$ cat src/rtl/seq_slice_adder_ctrl.sv
// Multi-cycle WIDTH-bit adder/subtractor: one SLICE-bit carry-select stage is reused
// across the operand, least-significant slice first, with the carry registered between slices.
module seq_slice_adder_ctrl #(
    parameter int WIDTH = 64,
    parameter int SLICE = 8
) (
    input  logic             clk,
    input  logic             rst_n,
    input  logic             in_valid,
    output logic             in_ready,
    input  logic [WIDTH-1:0] A,
    input  logic [WIDTH-1:0] B,
    input  logic             Cin,
    input  logic             sub,
    output logic             out_valid,
    input  logic             out_ready,
    output logic [WIDTH-1:0] S,
    output logic             Cout
);

    localparam int NSLICE = WIDTH / SLICE;
    localparam int IDXW   = (NSLICE > 1) ? $clog2(NSLICE) : 1;
    localparam logic [WIDTH-1:0] SLICE_MASK = WIDTH'({SLICE{1'b1}});
    localparam logic [IDXW-1:0]  LAST_IDX   = IDXW'(NSLICE - 1);

    typedef enum logic [1:0] {
        IDLE = 2'd0,
        RUN  = 2'd1,
        DONE = 2'd2
    } state_t;

    state_t           state_q;
    logic [WIDTH-1:0] op_a_q;
    logic [WIDTH-1:0] op_b_q;
    logic [WIDTH-1:0] s_q;
    logic [IDXW-1:0]  idx_q;
    logic             carry_q;
    logic             cout_q;
    logic             in_ready_q;
    logic             out_valid_q;

    logic [31:0]      shamt;
    logic [SLICE-1:0] a_sl;
    logic [SLICE-1:0] b_sl;
    logic [SLICE-1:0] slice_s;
    logic [SLICE:0]   sum0;
    logic [SLICE:0]   sum1;
    logic             carry_d;
    logic [WIDTH-1:0] s_d;

    // Carry-select stage: both carry-in cases are summed, the registered carry picks one.
    // NOTE: every signal here is assigned on every pass, so no latch can be inferred.
    always_comb begin
        shamt   = 32'(idx_q) * 32'(SLICE);
        a_sl    = SLICE'(op_a_q >> shamt);
        b_sl    = SLICE'(op_b_q >> shamt);
        sum0    = {1'b0, a_sl} + {1'b0, b_sl};
        sum1    = {1'b0, a_sl} + {1'b0, b_sl} + (SLICE + 1)'(1);
        {carry_d, slice_s} = carry_q ? sum1 : sum0;
        s_d     = (s_q & ~(SLICE_MASK << shamt)) | (WIDTH'(slice_s) << shamt);
    end

    // NOTE: sequential state uses non-blocking assignments only, so every register
    // samples the pre-edge values regardless of statement order.
    always_ff @(posedge clk or negedge rst_n) begin
        if (!rst_n) begin
            state_q     <= IDLE;
            op_a_q      <= '0;
            op_b_q      <= '0;
            s_q         <= '0;
            idx_q       <= '0;
            carry_q     <= 1'b0;
            cout_q      <= 1'b0;
            in_ready_q  <= 1'b1;
            out_valid_q <= 1'b0;
        end else begin
            case (state_q)
                IDLE: begin
                    if (in_valid) begin
                        // Subtraction is A + ~B + ~Cin, so the borrow-in is inverted too.
                        op_a_q     <= A;
                        op_b_q     <= sub ? ~B : B;
                        carry_q    <= sub ? ~Cin : Cin;
                        idx_q      <= '0;
                        s_q        <= '0;
                        in_ready_q <= 1'b0;
                        state_q    <= RUN;
                    end
                end
                RUN: begin
                    s_q     <= s_d;
                    carry_q <= carry_d;
                    if (idx_q == LAST_IDX) begin
                        cout_q      <= carry_d;
                        out_valid_q <= 1'b1;
                        state_q     <= DONE;
                    end else begin
                        idx_q <= idx_q + IDXW'(1);
                    end
                end
                DONE: begin
                    if (out_ready) begin
                        out_valid_q <= 1'b0;
                        in_ready_q  <= 1'b1;
                        state_q     <= IDLE;
                    end
                end
                default: begin
                    state_q <= IDLE;
                end
            endcase
        end
    end

    assign in_ready  = in_ready_q;
    assign out_valid = out_valid_q;
    assign S         = s_q;
    assign Cout      = cout_q;

endmodule

$ cat config.mk
export PLATFORM = sky130hd
export DESIGN_NAME = seq_slice_adder_ctrl
export DESIGN_NICKNAME = d
export VERILOG_FILES = /design/src/rtl/seq_slice_adder_ctrl.sv
export SDC_FILE = /design/constraint.sdc
export NUM_CORES = 1
export LEC_CHECK = 0
export CAP_MARGIN = 20
export CORE_AREA = 3 3 170 172
export DETAILED_ROUTE_END_ITERATION = 8
export DIE_AREA = 0 0 173 175
export SETUP_SLACK_MARGIN = 0.15
export SYNTH_ARGS = -nofsm -noshare
export SYNTH_HDL_FRONTEND = slang
export SYNTH_SLANG_ARGS = --single-unit
$ cat constraint.sdc
create_clock -name clk -period 5.5 [get_ports clk]
set_input_delay 0.55 -clock clk [delete_from_list [all_inputs] [get_ports clk]]
set_output_delay 0.55 -clock clk [all_outputs]
set_load 0.01 [all_outputs]
==> Yosys cells after proc, flatten, opt, wreduce, memory -nomap -nowiden <==
Cells that the tools add are included.
{ "totals": {"in_bits": 134, "register_bits": 201} }
{ "op_classes": {"mux": 20, "n_shift": 4, "add_sub_neg": 3, "n_eq_ne": 7, "reduce_logical": 11, "bitwise_logic": 5} }
{ "op_table": {"columns": ["operator", "n"], "rows": [
  ["$mux W64", 2],
  ["$not A64 Y64", 2],
  ["$pmux W64 S2", 1],
  ["$shr A64 B6 Y8", 2],
  ["$and A64 B64 Y64", 1],
  ["$or A64 B64 Y64", 1],
  ["$shl A8 B6 Y64", 1],
  ["$shl A8 B6 Y64 const A", 1],
  ["$reduce_and A3 Y1", 4],
  ["$add A8 B8 Y9", 1],
  ["$add A9 B1 Y9 const B", 1],
  ["$mux W9", 1],
  ["$ne A2 B2 Y1 const B", 4],
  ["$mux W1", 6],
  ["$mux W2", 3],
  ["$mux W3", 2],
  ["$pmux W1 S2", 3],
  ["$pmux W2 S3", 1],
  ["$pmux W3 S2", 1],
  ["$reduce_and A2 Y1", 3],
  ["$reduce_bool A2 Y1", 3],
  ["$add A3 B1 Y3 const B", 1],
  ["$eq A3 B3 Y1 const B", 1],
  ["$eq A2 B1 Y1 const B", 1],
  ["3 further kinds", 3]
]} }

==> Longest topological paths before layout <==
Gate-level depths: netlist of run 1.
{ "depth": {"ltp_word": 7, "depth_mapped": 13} }

==> Worst setup path before layout of run 1 <==
Ideal clock, no wire load.
{ "synth_path": {"path_kind": "flip-flop to flip-flop", "startpoint": "register idx_q[0]", "endpoint": "register carry_q", "t_required_ns": 5.413, "stages_incl_launch_ff": 14, "arrival_ns": 3.704, "path_slack_ns": 1.710, "synth_period_minus_slack_ns": 3.790, "cell_sequence": "dfrtp_1 > clkbuf_1 > buf_2 > mux4_2 > nand2_1 > nand2_1 > ha_1 > fa_1 > a211oi_1 > nor3b_1 > nor4b_2 > and4_4 > mux2_4 > a211oi_2"} }
{ "synth_between": {"elab_chain_cells": 5, "elab_cells_between_ends": 6, "cone_classes": "add/sub (2); shift (2); mux (2)"} }
{ "synth_rtl": {"columns": ["item", "line", "text"], "rows": [
  ["start: declaration", "36", "logic [IDXW-1:0] idx_q;"],
  ["start signal: assignment", "98", "idx_q <= idx_q + IDXW'(1);"],
  ["$shr A64 B6 Y8, on equally long branches", "55, 56", null],
  ["$add A8 B8 Y9 *", "57, 58", null],
  ["$add A9 B1 Y9", "58", "sum1 = {1'b0, a_sl} + {1'b0, b_sl} + (SLICE + 1)'(1);"],
  ["$mux W9 *", "59", "{carry_d, slice_s} = carry_q ? sum1 : sum0;"],
  ["$pmux W1 S2 *", "77", "case (state_q)"],
  ["end signal: assignment", "83", "carry_q <= sub ? ~Cin : Cin;"],
  ["end signal: assignment", "92", "carry_q <= carry_d;"],
  ["end: declaration", "37", "logic carry_q;"]
]} }
Mark *: on every way between the ends. The rest lies on a longest branch, timed or not.
A chain may end at the register's enable or synchronous reset.

==> Final worst setup path of run 1 <==
{ "layout_path": {"startpoint": "register idx_q[0]", "endpoint": "register s_q[46], in the netlist S[46]"} }
{ "layout_between": {"elab_chain_cells": 7, "elab_cells_between_ends": 11, "cone_classes": "add/sub (2); shift (4); mux (2); bitwise (3)"} }
{ "layout_rtl": {"columns": ["item", "line", "text"], "rows": [
  ["$shr A64 B6 Y8, on equally long branches", "55, 56", null],
  ["$add A8 B8 Y9", "57, 58", null],
  ["$add A9 B1 Y9", "58", null],
  ["$mux W9", "59", null],
  ["$shl A8 B6 Y64", "60", "s_d = (s_q & ~(SLICE_MASK << shamt)) | (WIDTH'(slice_s) << shamt);"],
  ["$or A64 B64 Y64 *", "60", null],
  ["$pmux W64 S2 *", "77", null],
  ["end signal: assignment", "70", "s_q <= '0;"],
  ["end signal: assignment", "85", "s_q <= '0;"],
  ["end signal: assignment", "91", "s_q <= s_d;"],
  ["end: declaration", "35", "logic [WIDTH-1:0] s_q;"]
]} }
Marks and branches as above.

==> out/metrics.cfg, run 1 <==
[power_and_ir_drop]
p_seq_share_pct=28.3
p_int_uw=5390
total_power_uw=9240
ir_drop_mv=0.463
p_per_area_nw_per_um2=720
combPwrFrac_pct=53.2
switching_share_pct=41.7
p_sw_uw=3850
pwr-share-clk_pct=18.5
leakage_uw=0.00521

[synthesis]
syn_area_sq_um=9560
synthCells=843
synth_edf_count=0
synth_cell_types=54
syn_nets=993
synth_top_flop_cell=dfrtp_1
yosys.area_share.simple_pct=10.1
synth_compound_area_share_pct=10.0
ys_seq_area_share_pct=52.6
synth_warnings=0
synth_top_family_by_area=multiplexers
synth_fa_ha_area_share_pct=2.17
synth_seq_cells=201
async_flop_share_pct=100
avgSynthCellArea_sq_um=11.3
synthMuxAreaShare_pct=15.6
yosys.area_share.xor_xnor_pct=7.28

[detailed_routing]
drt_iter0_markers=634
wl_met3_um=1410
wl_per_cell_um=17.4
dr.pass1.iters=5
wl_met1_um=11700
wl_um=24900
num_vias=6954
drtAntennaViolNets=0
drc=0
wl_met2_um=11400
routed_via_density=4.87
top_layer=met5

[critical_path]
critPathCaptureType=flip-flop
crit_type=reg -> reg
reg2reg_slack_ns=1.33
cp-startpoint=idx_q[0]
worstPathRequired_ns=5.87
path_max_fanout=21
r2r_cells=11
crit_arrival_ns=4.54
crit-reg2reg-launch=idx_q[0]
start_kind=flip-flop

[layout]
finalNetCount=1185
finish.utilization_pct=46.4
antenna_cells=0
fin_cells=1427
syn_to_final_growth_pct=34.2
drive_gt1_share_pct=16.1

[floorplanning]
pin_count=201
coreArea_sq_um=27600
num_rows=61
fp.dieH_um=175
die_area_sq_um=30300
initial_core_util_pct=34.6
die_width_um=173

[clocking]
clockRootBuffer=clkbuf_16
clkTransAtPathRegs_ns=0.06
clockBufferDepth=3
cts_resized=0
cts_inserted_buffers=23
h-tree-depth=1
ctsHoldBuffers=0
tritoncts=yes
cts_sinks=201
clock_latency_ns=0.50
cts_setup_buffers=0

[placement]
io_buffers=200
numPlacedInstances=1386
dp_hpwl_um=17800
gp_congestion=0.773
dp_slack_ns=1.27

[sta]
clock_skew_ns=0.00893
finalHoldViolCount=0
max_freq_mhz=240
fin_tns_setup_ns=0
slew_headroom_pct=32.0
drv_slew=0
period_share_pct=75.8
finalCriticalPeriod_ns=4.17
setup_viol=0
rsz0062_at_grt=false
worstMarginPinSlew_ns=1.02
fin_ws_ns=1.33

[global_route]
grt_pass1_wl_um=39000
overflow=0
track_usage_pct=16.0
grt_pass1_vias=6899
grt_max_degree=119
grt_antenna_before_repair=1

[job]
drv_cap=0

[outcome]
outcome=complete, no violations

[min_path]
hold_class=in -> async

==> power groups by stage <==
| stage | sequential (uW) | clock (uW) | combinational [uW] |
|---|---|---|---|
| 6_report | 2610 | 1710 | 4910 |
| 3_3_place_gp | 2630 | 0 | 4850 |
| 4_1_cts | 2620 | 1750 | 4960 |
| 2_1_floorplan | 2500 | 0 | 3360 |
| 3_5_place_dp | 2650 | 0 | 4940 |
| 5_1_grt | 2710 | 1810 | 5420 |
==> cells in the mapped netlist (all sizes together) (2+ instances only) <==
cell      n  share of area (%)
a211oi    3               0.29
a21o      5               0.39
a21oi    76                4.0
a22o      3               0.27
a22oi     3               0.24
a32o      6               0.65
and3      3               0.20
and4      2               0.21
buf      27                1.3
clkbuf   17               0.67
dfrtp   200                 52
ha       15                2.0
inv       8               0.31
mux2     65                7.7
mux2i     3               0.31
mux4     32                7.5
nand2   128                5.0
nand3     5               0.26
nand4     2               0.20
nor2     76                3.0
nor3      4               0.21
nor3b     3               0.29
nor4b     2               0.25
o21ai    62                3.2
xnor2    69                6.3
xor2      7               0.96
==> worst max-delay path, cell delays in order, from the launching register on <==
cell	delay, ns
dfrtp_2	0.85
buf_4	0.39
mux4_2	0.55
nand2_1	0.09
nand2_1	0.09
fa_1	0.45
a211oi_1	0.32
nor3b_1	0.16
nor4b_2	0.36
nand3_1	0.17
xor2_2	0.46
o21ai_1	0.14
==> final cells by class <==
type                       instances  area [sq um]
clock buffer                      29           648
multi-input combinational        590          4310
inverter                           8          30.0
clock inverter                    10           203
tap                              378           473
fill                            2613         14800
timing repair buffer             211          2120
sequential                       201          5030
==> state kept, by name (all words and copies together) (netlist names) <==
| register | cells |
|---|---|
| Cout | 1 |
| op_a_q | 64 |
| S | 64 |
| out_valid | 1 |
| in_ready | 1 |
| state_q | 2 |
| carry_q | 1 |
| idx_q | 3 |
| op_b_q | 64 |
==> metrics by stage <==
step | hold WS [ns] | cell area, sq um
after global routing | 0.139 | 12800
after CTS | 0.108 | 12800
final | 0.0819 | 12800
after detailed placement | 0.472 | 11900
after global placement | 0.464 | 11900
after floorplan | 0.254 | 9560
==> cells by family (layout without fill, tap and decap cells) <==
group / Yosys count / in the layout
AND/OR/NAND/NOR: 231 / 231
flip-flops: 201 / 201
AO/OA/AOI/OAI: 167 / 167
multiplexers: 100 / 100
XOR/XNOR: 76 / 76
buffers and inverters: 52 / 258
adder cells (fa/ha/maj): 16 / 16
==> worst paths after layout <==
kind	end
setup / recovery	S[46]
hold / removal	S[54]
setup reg to reg	S[46]
hold reg to reg	S[56]
max in group asynchronous	idx_q[0]
min in group clk	S[56]
==> layer usage <==
layer,GRT usage [%],vias to the layer above
li1,-,3303
met1,23.4,3409
met2,25.4,212
met3,2.96,28
met4,2.67,2
met5,0,-
==> layout by cell type, fill, tap and decap left out, drive strengths merged, types with 4 or more instances in the layout <==
| cell type | synthesis | routed |
|---|---|---|
| mux4 | 32 | 32 |
| bufinv | 0 | 6 |
| inv | 8 | 8 |
| a32o | 6 | 6 |
| nor2 | 76 | 76 |
| ha | 15 | 15 |
| nor3 | 4 | 4 |
| xnor2 | 69 | 69 |
| dfrtp | 200 | 200 |
| mux2 | 65 | 65 |
| buf | 27 | 11 |
| clkdlybuf4s50 | 0 | 198 |
| xor2 | 7 | 7 |
| a21o | 5 | 5 |
| o21ai | 62 | 62 |
| nand2 | 128 | 128 |
| a21oi | 76 | 76 |
| nand3 | 5 | 5 |
| clkbuf | 17 | 31 |
(Power assumes the default switching activity.)
==> run 2, diff against run 1 <==
==> constraint.sdc (replaced) <==
create_clock -name clk -period 3.4 [get_ports clk]
set_input_delay 0.34 -clock clk [delete_from_list [all_inputs] [get_ports clk]]
set_output_delay 0.34 -clock clk [all_outputs]
set_load 0.01 [all_outputs]
==> run 2 against run 1 <==
  * Non-clock buffer count increased by 40
  * Die area unchanged
  * Register-to-register slack worse by 1.2 ns
  * Sequential share of layout area is 1.4 points lower
==> out/metrics.cfg, run 2 (synthesized netlist as in run 1, its figures left out) <==
[critical_path]
crit_type=reg -> reg
crit_chain=buf_12 -> mux4_2 -> nand2_2 -> nand2_2 -> ha_4 -> fa_2 -> ha_4 -> nand2_4 -> nor4b_4 -> and4_4 -> mux2_4 -> a211oi_2
worstPathRequired_ns=3.82
path_max_fanout=5
critPathCaptureType=flip-flop
cp_top_family=adder cells
start_kind=flip-flop
max_stage_delay_ns=0.59
critPathBufInv=1
crit_arrival_ns=3.71
cpMaxStageDelayCell=fa_2

[clocking]
h-tree-depth=1
clock_latency_ns=0.50
tritoncts=yes
cts_inserted_buffers=22
clockRootBuffer=clkbuf_16
clockBufferDepth=3
clkTransAtPathRegs_ns=0.06
cts_sinks=201

[placement]
numPlacedInstances=1404
dp_slack_ns=-0.0420
io_buffers=200
gp_congestion=0.816
dp_hpwl_um=18300
placed_area_sq_um=12200

[global_route]
grt_antenna_before_repair=1
overflow=0
grt_pass1_vias=7300
track_usage_pct=16.8
grt_max_degree=119
grt_pass1_wl_um=41200

[layout]
finish.utilization_pct=48.1
fin_area_sq_um=13300
fillCellCount=2585
syn_to_final_growth_pct=39.1
fin_cells=1466
antenna_cells=0
drive_gt1_share_pct=21.2
final_cell_mix=dfrtp_1, clkdlybuf4s50_1, nand2_1, nor2_1, a21oi_1
finalNetCount=1224

[sta]
setup_viol=0
fin_ws_ns=0.104
clock_skew_ns=0.00848
worstMarginPinSlew_ns=0.970
slew_headroom_pct=35.4
rsz0062_at_grt=true
finalCriticalPeriod_ns=3.30
period_share_pct=96.9
drv_slew=0
max_freq_mhz=303
whs_ns=0.00216
finalHoldViolCount=0

[power_and_ir_drop]
p_per_area_nw_per_um2=1300
leakage_uw=0.00541
ir_drop_mv=1.17

[floorplanning]
die_width_um=173
fp.dieH_um=175
initial_core_util_pct=34.6
num_rows=61
pin_count=201
die_area_sq_um=30300
coreArea_sq_um=27600

[detailed_routing]
drt_iter0_markers=514
wl_per_cell_um=17.7
drc=0
dr.pass1.iters=5
routed_via_density=4.87
wl_um=25900
drtAntennaViolNets=0
num_vias=7142

[outcome]
outcome=complete, no violations

[min_path]
hold_class=in -> async

[job]
drv_cap=0

## run 2: cell types whose count changed in the layout (fill, tap and decap cells not counted), sizes merged
| cell | previous run | this run |
|---|---|---|
| buf | 11 | 51 |
| clkinvlp | 1 | 0 |
| bufinv | 6 | 1 |
| clkinv | 3 | 2 |
| bufbuf | 0 | 1 |
| clkbuf | 31 | 36 |
## run 2: report_power, final
group          switching [uW]  internal [uW]
Clock                     926           1420
Combinational            5590           5270
Sequential                646           3490
Total                    7160          10200
## run 2: layout make-up
type	instances	area (sq um)	area share, %
Clock buffer	35	671	5.04
Timing Repair Buffer	251	2520	19.0
Tap cell	378	473	3.56
Sequential cell	201	5030	37.9
Multi-Input combinational cell	590	4530	34.0
Inverter	8	30.0	0.226
Clock inverter	3	40.0	0.301
## run 2: timing repair
item	4_1_cts	5_1_grt
setup endpoints to repair	26	42
hold buffers	0	0
cloned	1	0
pin swaps	17	4
gates resized for setup	29	12
setup buffers	21	2
## run 2: metrics by stage
stage	setup TNS, ns	total power [uW]
5_1_grt	-0.241	18500
4_1_cts	0	17100
3_5_place_dp	-0.341	13500
3_3_place_gp	0	13400
2_1_floorplan	0	9670
6_report	0	17300
## run 2: worst paths after layout
path / end / cells after the start / slack (ns) / startpoint
worst min-delay path: op_a_q[4] / 1 / 0.002 / rst_n
worst min register to register: S[9] / 2 / 0.48 / S[9]
worst max-delay path: carry_q / 12 / 0.10 / idx_q[0]
max in group asynchronous: op_b_q[5] / 2 / 2.57 / rst_n
worst max register to register: carry_q / 12 / 0.10 / idx_q[0]
min in group clk: op_a_q[21] / 2 / 0.45 / A[21]
## run 2: worst register-to-register path, stage by stage, from the launching register on
cell and delay [ns]:
dfrtp_2 0.43, buf_12 0.13, mux4_2 0.51, nand2_2 0.09
nand2_2 0.08, ha_4 0.17, fa_2 0.59, ha_4 0.16
nand2_4 0.06, nor4b_4 0.30, and4_4 0.26, mux2_4 0.30
a211oi_2 0.13
## run 2: routing by layer
| metal | routed length, um | vias to the layer above | global-route usage [%] | part of all wire [%] |
|---|---|---|---|---|
| li1 | - | 3404 | - | - |
| met1 | 11900 | 3496 | 24.0 | 46 |
| met4 | 575 | 2 | 4.32 | 2.2 |
| met5 | 11 | - | 0 | 0.042 |
| met2 | 12000 | 201 | 26.4 | 46 |
| met3 | 1460 | 39 | 3.48 | 5.6 |
